`config.mk`:
```
export PLATFORM = sky130hd
export DESIGN_NAME = mb_scheduler
export DESIGN_NICKNAME = d
export VERILOG_FILES = /design/src/rtl/intrapred_pkg.sv /design/src/rtl/mb_pos_counter.sv /design/src/rtl/mb_scheduler.sv
export SDC_FILE = /design/constraint.sdc
export NUM_CORES = 1
export LEC_CHECK = 0
export ABC_AREA = 1
export CORE_ASPECT_RATIO = 1.75
export CORE_UTILIZATION = 52
export CTS_CLUSTER_DIAMETER = 150
export DETAILED_ROUTE_END_ITERATION = 12
export PLACE_DENSITY_LB_ADDON = 0.12
export RECOVER_POWER = 25
export REMOVE_ABC_BUFFERS = 1
export SKIP_CTS_REPAIR_TIMING = 1
export SYNTH_ARGS = -nofsm -noshare
export SYNTH_HDL_FRONTEND = slang
export SYNTH_SLANG_ARGS = --single-unit
```
`constraint.sdc`:
```
create_clock -name clk -period 1.45 [get_ports clk]
set_input_delay 0.2175 -clock clk [delete_from_list [all_inputs] [get_ports clk]]
set_output_delay 0.2175 -clock clk [all_outputs]
set_load 0.1 [all_outputs]
```
`src/rtl/intrapred_pkg.sv`:
```
// rtl/intrapred_pkg.sv - shared state type, MB index width and frame geometry helpers
package intrapred_pkg;

  localparam int MB_IDX_W = 13;

  typedef enum logic [1:0] {IDLE, FETCH, VALID, DONE} mb_state_t;

  function automatic int mbs_per_row(input int width, input int mb_size_w);
    return width / mb_size_w;
  endfunction

  function automatic int num_mb(input int length, input int width,
                                input int mb_size_l, input int mb_size_w);
    return (width / mb_size_w) * (length / mb_size_l);
  endfunction

endpackage

```
`src/rtl/mb_pos_counter.sv`:
```
// rtl/mb_pos_counter.sv - raster column/row position of the current macroblock
module mb_pos_counter
  import intrapred_pkg::*;
#(
  parameter int MBS_PER_ROW = 4,
  parameter int MBS_PER_COL = 4
) (
  input  logic                clk,
  input  logic                reset,
  input  logic                clear,
  input  logic                step,
  output logic [MB_IDX_W-1:0] col,
  output logic [MB_IDX_W-1:0] row,
  output logic                last
);

  localparam logic [MB_IDX_W-1:0] COL_MAX = MB_IDX_W'(MBS_PER_ROW - 1);
  localparam logic [MB_IDX_W-1:0] ROW_MAX = MB_IDX_W'(MBS_PER_COL - 1);

  always_ff @(posedge clk or negedge reset) begin
    if (!reset) begin
      col <= '0;
      row <= '0;
    end else if (clear) begin
      col <= '0;
      row <= '0;
    end else if (step) begin
      if (col == COL_MAX) begin
        col <= '0;
        row <= row + MB_IDX_W'(1);
      end else begin
        col <= col + MB_IDX_W'(1);
      end
    end
  end

  assign last = (col == COL_MAX) && (row == ROW_MAX);

endmodule

```
`src/rtl/mb_scheduler.sv`:
```
// rtl/mb_scheduler.sv - macroblock fetch/handoff scheduler for one frame
// Optional stall counter output enabled by MB_SCHED_STALL_CNT_EN.
module mb_scheduler
  import intrapred_pkg::*;
#(
  parameter int LENGTH      = 64,
  parameter int WIDTH       = 64,
  parameter int MB_SIZE_L   = 16,
  parameter int MB_SIZE_W   = 16,
  parameter int EXTRACT_LAT = 3
) (
  input  logic                clk,
  input  logic                reset,
  input  logic                start,
  input  logic                abort,
  output logic                ext_enable,
  output logic [MB_IDX_W-1:0] mbnumber,
  output logic                mb_valid,
  input  logic                mb_ready,
  output logic                mb_first_row,
  output logic                mb_first_col,
  output logic                busy,
  output logic                frame_done
`ifdef MB_SCHED_STALL_CNT_EN
  ,
  output logic [15:0]         stall_cnt
`endif
);

  localparam int MBS_PER_ROW = mbs_per_row(WIDTH, MB_SIZE_W);
  localparam int MBS_PER_COL = LENGTH / MB_SIZE_L;
  localparam int NUM_MB      = num_mb(LENGTH, WIDTH, MB_SIZE_L, MB_SIZE_W);
  localparam logic [3:0] LAT_LAST = 4'(EXTRACT_LAT - 1);

  if (NUM_MB > 8192 || MBS_PER_ROW == 0 || MBS_PER_COL == 0 ||
      EXTRACT_LAT < 1 || EXTRACT_LAT > 15) begin : g_bad_cfg
    $error("mb_scheduler: unsupported frame or macroblock geometry");
  end

  mb_state_t                state, state_next;
  logic [3:0]               lat_cnt;
  logic                     clear_pos, step_pos, last;
  logic [MB_IDX_W-1:0]      col, row;

  always_comb begin
    state_next = state;
    ext_enable = 1'b0;
    mb_valid   = 1'b0;
    frame_done = 1'b0;
    case (state)
      IDLE:  if (start) state_next = FETCH;
      FETCH: begin
        ext_enable = 1'b1;
        if (lat_cnt == LAT_LAST) state_next = VALID;
      end
      VALID: begin
        mb_valid = 1'b1;
        if (mb_ready) state_next = last ? DONE : FETCH;
      end
      DONE: begin
        frame_done = 1'b1;
        state_next = IDLE;
      end
      default: state_next = IDLE;
    endcase
    if (abort) state_next = IDLE;
  end

  // Position only moves on an accepted, non-aborted handoff, so abort leaves mbnumber held.
  assign clear_pos = (state == IDLE) && start && !abort;
  assign step_pos  = (state == VALID) && mb_ready && !last && !abort;
  assign busy      = (state != IDLE);

  always_ff @(posedge clk or negedge reset) begin
    if (!reset) begin
      state    <= IDLE;
      lat_cnt  <= 4'd0;
      mbnumber <= '0;
    end else begin
      state    <= state_next;
      lat_cnt  <= (state == FETCH && state_next == FETCH) ? lat_cnt + 4'd1 : 4'd0;
      if (clear_pos)     mbnumber <= '0;
      else if (step_pos) mbnumber <= mbnumber + MB_IDX_W'(1);
    end
  end

  mb_pos_counter #(
    .MBS_PER_ROW(MBS_PER_ROW),
    .MBS_PER_COL(MBS_PER_COL)
  ) u_pos (
    .clk  (clk),
    .reset(reset),
    .clear(clear_pos),
    .step (step_pos),
    .col  (col),
    .row  (row),
    .last (last)
  );

  assign mb_first_row = (row == '0);
  assign mb_first_col = (col == '0);

`ifdef MB_SCHED_STALL_CNT_EN
  always_ff @(posedge clk or negedge reset) begin
    if (!reset)                                       stall_cnt <= 16'd0;
    else if (clear_pos)                               stall_cnt <= 16'd0;
    else if (mb_valid && !mb_ready && stall_cnt != 16'hFFFF) stall_cnt <= stall_cnt + 16'd1;
  end
`endif

endmodule

```
Word-level counts from Yosys, hierarchy flattened:

Cells that the tools add are included.

* input port bits: 5
* output and inout bits: 19
* flip-flop bits (word level): 45
* word-level logic and storage cells: 50

* reduce and logical (&&, ||, !) cells: 16
* add/sub/neg operators: 4
* muxes and demuxes: 18
* equality and inequality tests: 7

Operators by type and width (count)
* two-way mux 13 bit: 8
* adder 13 x 1 -> 13 bit (second input constant): 3
* == test 13 x 2 -> 1 bit (second input constant): 2
* zero test 13 bit: 2
* two-way mux 2 bit: 5
* case mux 2 bit (4 select lines): 1
* logical AND 1 bit: 7
* nonzero test 2 bit: 3
* adder 4 x 1 -> 4 bit (second input constant): 1
* == test 2 x 1 -> 1 bit (second input constant): 2
* == test 2 bit (second input constant): 2
* == test 4 x 2 -> 1 bit (second input constant): 1
* two-way mux 4 bit: 1
* two-way mux 1 bit: 3
* zero test 1 bit: 2
* zero test 2 bit: 1
* AND reduction 2 bit: 1

Logic depth before layout (Yosys ltp):

Gate-level depths: netlist (run 1).

* word-level depth: 9
* gate-level depth with buffers: 12
* depth with buffers taken out: 11

Hierarchy:

A second synthesis (run 1) with hierarchy kept.

* cells, all modules: 411
* area, all modules: 2922.8 µm²

Modules (own cells, without submodules)
* mb_pos_counter: cells each 246, area each 1716.6 µm², times used 1, sequential area each 650.6 µm²
* mb_scheduler: cells each 165, area each 1206.2 µm², times used 1, sequential area each 475.5 µm²

Worst setup path after synthesis (run 1):

OpenSTA, ideal clock, no wires.

* kind: register -> register
* start point: register state[0]
* end point: register lat_cnt[0]
* data arrival time: 2183 ps
* path buffers: 0
* stages on the path, launching flop included: 5
* setup time: 80 ps
* data required time: 1370 ps
* clock period less this slack: 2263 ps
* setup slack: -813 ps
* path through: dfrtp_1 inv_1 nor2_1 nand2_1 nor2_1

* longest elaborated chain between the ends: 6
* elaborated cells on any way between the ends: 12
* classes of those cells: eq/ne (4); mux (6); reduce/logical (2)

Ends and longest elaborated chain
* from (decl): line mb_scheduler.sv:40 `mb_state_t state, state_next;`
* from (signal assigned): line mb_scheduler.sv:80 `state <= state_next;`
* == test 2 bit (tied with other cells): line mb_scheduler.sv:50 `case (state)`
* case mux 2 bit (4 select lines): line mb_scheduler.sv:50
* two-way mux 2 bit: line mb_scheduler.sv:66 `if (abort) state_next = IDLE;`
* == test 2 x 1 -> 1 bit: line mb_scheduler.sv:81 `lat_cnt <= (state == FETCH && state_next == FETCH) ? lat_cnt + 4'd1 : 4'd0;`
* logical AND 1 bit (*): line mb_scheduler.sv:81
* two-way mux 4 bit (*): line mb_scheduler.sv:81
* to (signal assigned): line mb_scheduler.sv:81
* to (decl): line mb_scheduler.sv:41 `logic [3:0] lat_cnt;`

Every way passes the cells marked *; elsewhere a longest branch is shown, timed or not.
A chain may end at the register's enable or synchronous reset.

Final worst setup path (run 1):

* start point: register u_pos.col[8]
* end point: output mb_first_col

* longest elaborated chain between the ends: 1

Ends and longest elaborated chain
* from (decl): line mb_pos_counter.sv:12 `output logic [MB_IDX_W-1:0] col,`
* from (signal assigned): line mb_pos_counter.sv:32 `col <= col + MB_IDX_W'(1);`
* zero test 13 bit: line mb_scheduler.sv:101 `assign mb_first_col = (col == '0);`
* to (decl): line mb_scheduler.sv:21 `output logic mb_first_col,`

Every way passes these cells.

==> impl_results.md, run 1 <==
* Synth warn at 0
* Worst Path Arrival at 1560 ps
* Final #Nets at 510
* Initial antenna violation count at 0
* Vias per cell at a little over 5
* I/O Pins at 24
* WP data required at approximately 1200 ps
* Type of element launching the critical path: flip-flop
* Clock power share at roughly a fifth
* Final core utilization at 79.3%
* Hold Startpoint: lat_cnt[0]$_DFF_PN0_
* FF-to-FF End: u_pos.col[9]$_DFFE_PN0P_
* WHS at about 540 ps
* Outcome: finished, violations left
* Post-Place Worst Slack at -242 ps
* Largest net degree at the start of global routing at 46
* Worst Setup SP: u_pos.col[8]$_DFFE_PN0P_
* GRT Util Overall at 26.6%
* Final Wtd Congestion at 0.855
* DR pass1 iterations at 8
* Hold endpoint: lat_cnt[0]$_DFF_PN0_
* Final Hold Viols at 0
* Fill count at 353
* Setup ws final at -324 ps
* CTS sink cnt at between 40 and 50
* H-tree levels at 2
* Hpwl dp at roughly 5200 µm
* Final Critical Period at 1770 ps
* Netlist cell types at 26
* Number of max-cap violations at 0
* Vias at around 2,900
* Vias in the first global route at between 2,000 and 3,000
* Most common cell after layout, fill and taps aside: nand2_1
* Starting DRT DRC Count at between 100 and 150
* Cell-internal power at roughly 3.3 mW
* Slew headroom at between 50% and 60%
* VDD IR max at 0.00111 V
* Final antenna-violating net count at 0
* R2R cell count at 11
* Critical R2R Launch: u_pos.col[0]$_DFFE_PN0P_
* Core ar. at about 0.0053 mm²
* Tcrit/Tclk final at 122%
* Synth Register Bits at 45
* Worst-path fanout max at 2
* Setup tns final at -11,240 ps
* First-pass GRT wire length at 12,100 µm
* Achievable Freq at ~560 MHz
* Cell Area, Synth at 0.00285 mm²
* Initial core utilization at between 50% and 60%
* Die area at 0.00579 mm²
* Max clock buf depth at 2
* Worst-Margin Slew at around 640 ps
* R2r setup slk at -310 ps
* Yosys top cell area share at slightly below 40%
* Layout cell share with drive strength beyond 1 at 29.1%
* Grt total ovfl at 0
* Slowest CP cell: dfrtp_1
* Endpoint class of the critical path: output port
* Post-synthesis sequential area ratio at 39.6%
* Clock skew after layout at 9.22 ps
* Commonest cells after routing, fill and taps aside: 128 x nand2_1, 66 x buf_4, 54 x nor2_1
* Cells along the critical path: nor2_1 -> nand4_1 -> buf_4 -> nor2_2 -> buf_12
* Mean Syn Cell Area at between 7 and 8 µm²
* DRC at 1
* Largest cells by area after synthesis: dfrtp_1 40%, nand2_1 17%, nor2_1 8.2%
* Comb pwr share at 49.7%
* WS Path Type: flip-flop to output port
* Finished Cell Area at 0.00417 mm²
* Net Sw Power at around 2.3 mW
* Synth area leader: dfrtp_1
* Dpl cell area at between 0.003 and 0.004 mm²
* Synthesized instance count at between 400 and 500
* Flop pwr share at between 20 and 30%
* Clock Root Buffer: clkbuf_8
* Chip height at roughly 100 µm
* Worst-path clk slew at 90 ps
* Leak Pwr at 2.04 nW
* # rows at 35
* Placed cells at between 500 and 600
* Antenna diodes at 0
* Final setup viols at 43
* Largest stage delay on the critical path at about 380 ps
* Failing checks: design-rule violations, negative setup slack
* Total power at approximately 5.6 mW
* Skew-Pair Late Insertion Delay at 300 ps
* WL/cell at 13.8 µm
* Unrepaired setup endpoints after global routing: yes
* Die width at roughly 58 µm
* Pwr dens at about 1300 mW/mm²
* Slew Viols, Final at 0
* Worst Hold Class: flip-flop to flip-flop
* TritonCTS clock tree: yes
* Post-Layout Cell Count at 554
* Port Buffer Count at 23
* DRT Wirelength at ~7600 µm
* Sw frac at roughly two fifths
* Cells on Worst Hold Path at 2
* Layout area overhead at 46.3%
* Number of buffers created by CTS at 5
-- cells in the mapped netlist --
library cell	number
nor3b_1	2
nand3_1	33
nand3_2	1
clkbuf_2	1
nand2_2	1
nor3_2	1
buf_2	2
dfrtp_1	45
clkbuf_1	3
xor2_1	23
buf_4	2
a21oi_1	2
o21ai_0	12
nor3_1	10
buf_6	3
o21ai_2	1
xnor2_1	7
inv_2	5
nand2_1	130
nor2_1	62
inv_1	35
nand2_4	1
ha_1	7
a221oi_1	1
nor2_2	3
nand4_1	8
-- power groups by stage --
stage	clock network, mW	registers [mW]	logic [mW]
final	1.13	1.67	2.77
after global routing	1.20	1.69	2.96
after CTS	1.15	1.66	2.62
after detailed placement	0	1.68	2.61
after global placement	0	1.68	2.56
after floorplan	0	2.28	0.812
-- area by class of cell --
type                    instances  area, µm²  area share (%)
repair buffers                101       1070            25.7
inverters                      40        158            3.78
clock inverters                 3       65.1            1.56
flip-flops and latches         45       1130            27.1
well taps                      55       68.8            1.65
multi-input cells             305       1610            38.6
clock buffers                   5       68.8            1.65
-- flip-flops by register name (all words and copies together), names as in the netlist --
name,cells
mbnumber,13
u_pos.col,13
u_pos.row,13
lat_cnt,4
state,2
-- worst max-delay path by stage --
| stage | cells past startpoint | to |
|---|---|---|
| 2_1_floorplan | 8 | u_pos.row[0]$_DFFE_PN0P_ |
| 3_3_place_gp | 11 | u_pos.col[5]$_DFFE_PN0P_ |
| 3_5_place_dp | 11 | u_pos.col[12]$_DFFE_PN0P_ |
| 4_1_cts | 6 | mb_first_col |
| 5_1_grt | 11 | u_pos.col[9]$_DFFE_PN0P_ |
| 6_report | 5 | mb_first_col |
-- critical path, delay by kind of cell (launching register included) --
kind,cells,cell delay [ps]
and+or+nand+nor,3,470
buffers and inverters,2,400
DFF,1,380
-- metal layers --
layer | global-route usage [%] | wire (µm) | up-vias
met2 | 51.1 | 4460 | 58
li1 | - | - | 1445
met5 | 0 | 0 | -
met3 | 2.71 | 187 | 12
met1 | 28.7 | 2860 | 1347
met4 | 10.3 | 118 | 0
-- cells by family after synthesis --
kind of cell	Yosys count	share of synthesized area [%]
XOR/XNOR	30	9.23
AND/OR/NAND/NOR	252	37.1
flip-flops	45	39.6
adder cells (fa/ha/maj)	7	3.08
AO/OA/AOI/OAI	16	3.08
buffers and inverters	51	7.91
(Power assumes the default switching activity.)
==> run 2, diff against run 1 <==
- HOLD_SLACK_MARGIN: not set -> 0.05
==> results of run 2 <==
The final DEF is identical to that of run 1; final timing and power are the same.
==> run 3, diff against run 2 <==
- RECOVER_POWER: 25 -> not set
==> impl_results.md, run 3 (synthesis results as in run 1) <==
* Slowest CP cell: dfrtp_1
* Tcrit/Tclk final at 122%
* CP bufs+invs at 2
* WP data required at about 1200 ps
* WS Path Type: flip-flop to output port
* Grt total ovfl at 0
* Commonest cells after routing, fill and taps aside: 128 x nand2_1, 66 x buf_4, 54 x nor2_1
* Clock skew after layout at just over 9 ps
* DR pass1 iterations at 8
* H-tree levels at 2
* Vias in the first global route at 2,928
* First-pass GRT wire length at between 10,000 and 15,000 µm
* Die width at just under 60 µm
* Port Buffer Count at 23
* Fill count at 351
* GRT Max-Usage Layer: met2
* TritonCTS clock tree: yes
* Placed cells at ~540
* Top flop regs: mbnumber x13, u_pos.col x13, u_pos.row x13
* Worst-Margin Slew at 357 ps
* Most common cell after layout, fill and taps aside: nand2_1
* Largest stage delay on the critical path at approximately 380 ps
* Routing usage on met1 at around 29%
* Hpwl dp at slightly above 5000 µm
* I/O Pins at 24
* Initial core utilization at 54.2%
* FF-to-FF End: u_pos.col[9]$_DFFE_PN0P_
* R2R cell count at 11
* Post-Layout Cell Count at roughly 550
* Final Hold Viols at 0
* DRC at 1
* Die area at about 0.0058 mm²
* Endpoint class of the critical path: output port
* Leak Pwr at 2.05 nW
* Worst Path Arrival at between 1500 and 2000 ps
* WL/cell at 13.8 µm
* Skew-Pair Late Insertion Delay at about 300 ps
* DRT Wirelength at roughly 7600 µm
* Pwr dens at between 1000 and 1500 mW/mm²
* Final #Nets at just over 500
* VDD IR max at ~0.0011 V
* Chip height at roughly 100 µm
* WHS at 424 ps
* Worst-path fanout max at 2
* Layout area overhead at 46.8%
* Worst-path clk slew at 80 ps
* Largest net degree at the start of global routing at 46
* Final antenna-violating net count at 0
* Type of element launching the critical path: flip-flop
* Failing checks: design-rule violations, negative setup slack
* R2r setup slk at -310 ps
* Vias at ~2,900
* Outcome: finished, violations left
* Slew headroom at between 70% and 80%
* Cell family with most CP delay: simple AND/OR/NAND/NOR gates
* GRT Util Overall at 26.6%
* Final Critical Period at approximately 1800 ps
* Cells along the critical path: nor2_1 -> nand4_1 -> buf_4 -> nor2_2 -> buf_12
* Worst Hold Class: input port to async pin
* Antenna diodes at 0
* Final Wtd Congestion at about 0.86
* Starting DRT DRC Count at roughly 130
* Vias per cell at 5.17
* Slew Viols, Final at 0
* Setup ws final at -324 ps
* Clock Root Buffer: clkbuf_8
* Met2 usage at about half
* # rows at 35
* Core ar. at approximately 0.0053 mm²
* CTS sink cnt at 45
* Number of buffers created by CTS at 5
* Unrepaired setup endpoints after global routing: yes
* Achievable Freq at approximately 560 MHz
* Final setup viols at 43
* Global Route met3 Usage at 2.71%
* Number of max-cap violations at 0
* Initial antenna violation count at 0
* Critical R2R Launch: u_pos.col[0]$_DFFE_PN0P_
* Layout cell share with drive strength beyond 1 at approximately 29%
* Max clock buf depth at 2
run 3: cell count changes in the layout (fill, tap and decap cells not counted), sizes merged:
cell	previous run	this run
buf	95	96
clkbuf	7	6
run 3: how the worst max path moves through the flow:
stage	from	endpoint	cells past startpoint
finish	u_pos.col[8]$_DFFE_PN0P_	mb_first_col	5
global route	u_pos.col[0]$_DFFE_PN0P_	u_pos.col[9]$_DFFE_PN0P_	11
CTS	u_pos.col[0]$_DFFE_PN0P_	mb_first_col	6
detailed placement	u_pos.col[1]$_DFFE_PN0P_	u_pos.col[12]$_DFFE_PN0P_	11
global placement	u_pos.col[0]$_DFFE_PN0P_	u_pos.col[5]$_DFFE_PN0P_	11
floorplan	state[0]$_DFF_PN0_	u_pos.row[0]$_DFFE_PN0P_	8
run 3: area by class of cell:
type / count / area, µm² / share of cell area [%]
Inverter: 40 / 158 / 3.77
Sequential cell: 45 / 1130 / 27.0
Clock buffer: 5 / 68.8 / 1.65
Clock inverter: 3 / 65.1 / 1.56
Tap cell: 55 / 68.8 / 1.65
Timing Repair Buffer: 101 / 1080 / 25.9
Multi-Input combinational cell: 305 / 1610 / 38.5
run 3: routing by layer:
metal	up-vias	share of wire (%)
met4	0	1.5
met5	-	0
li1	1445	-
met1	1352	38
met2	53	58
met3	12	2.4
run 3: report_power, final:
group          leakage [nW]  internal, mW  switching (mW)
Combinational          1.38          1.15            1.63
Clock                0.0681         0.685           0.447
Sequential            0.599          1.47           0.195
run 3: metrics by stage:
stage / cell area [µm²] / setup TNS, ps / power (mW) / worst slack, ps / util, %
CTS: 3970 / -9370 / 5.43 / -345 / 75.5
finish: 4180 / -11180 / 5.58 / -324 / 79.5
global route: 4180 / -17060 / 5.86 / -439 / 79.5
global placement: 3830 / -7570 / 4.24 / -192 / 73.0
detailed placement: 3830 / -9310 / 4.29 / -242 / 73.0
floorplan: 2770 / -56400 / 3.10 / -1350 / -
run 3: tightest hold or removal path: stages:
cell	delay, ps
dlygate4sd3_1	520
buf_2	120
buf_12	240
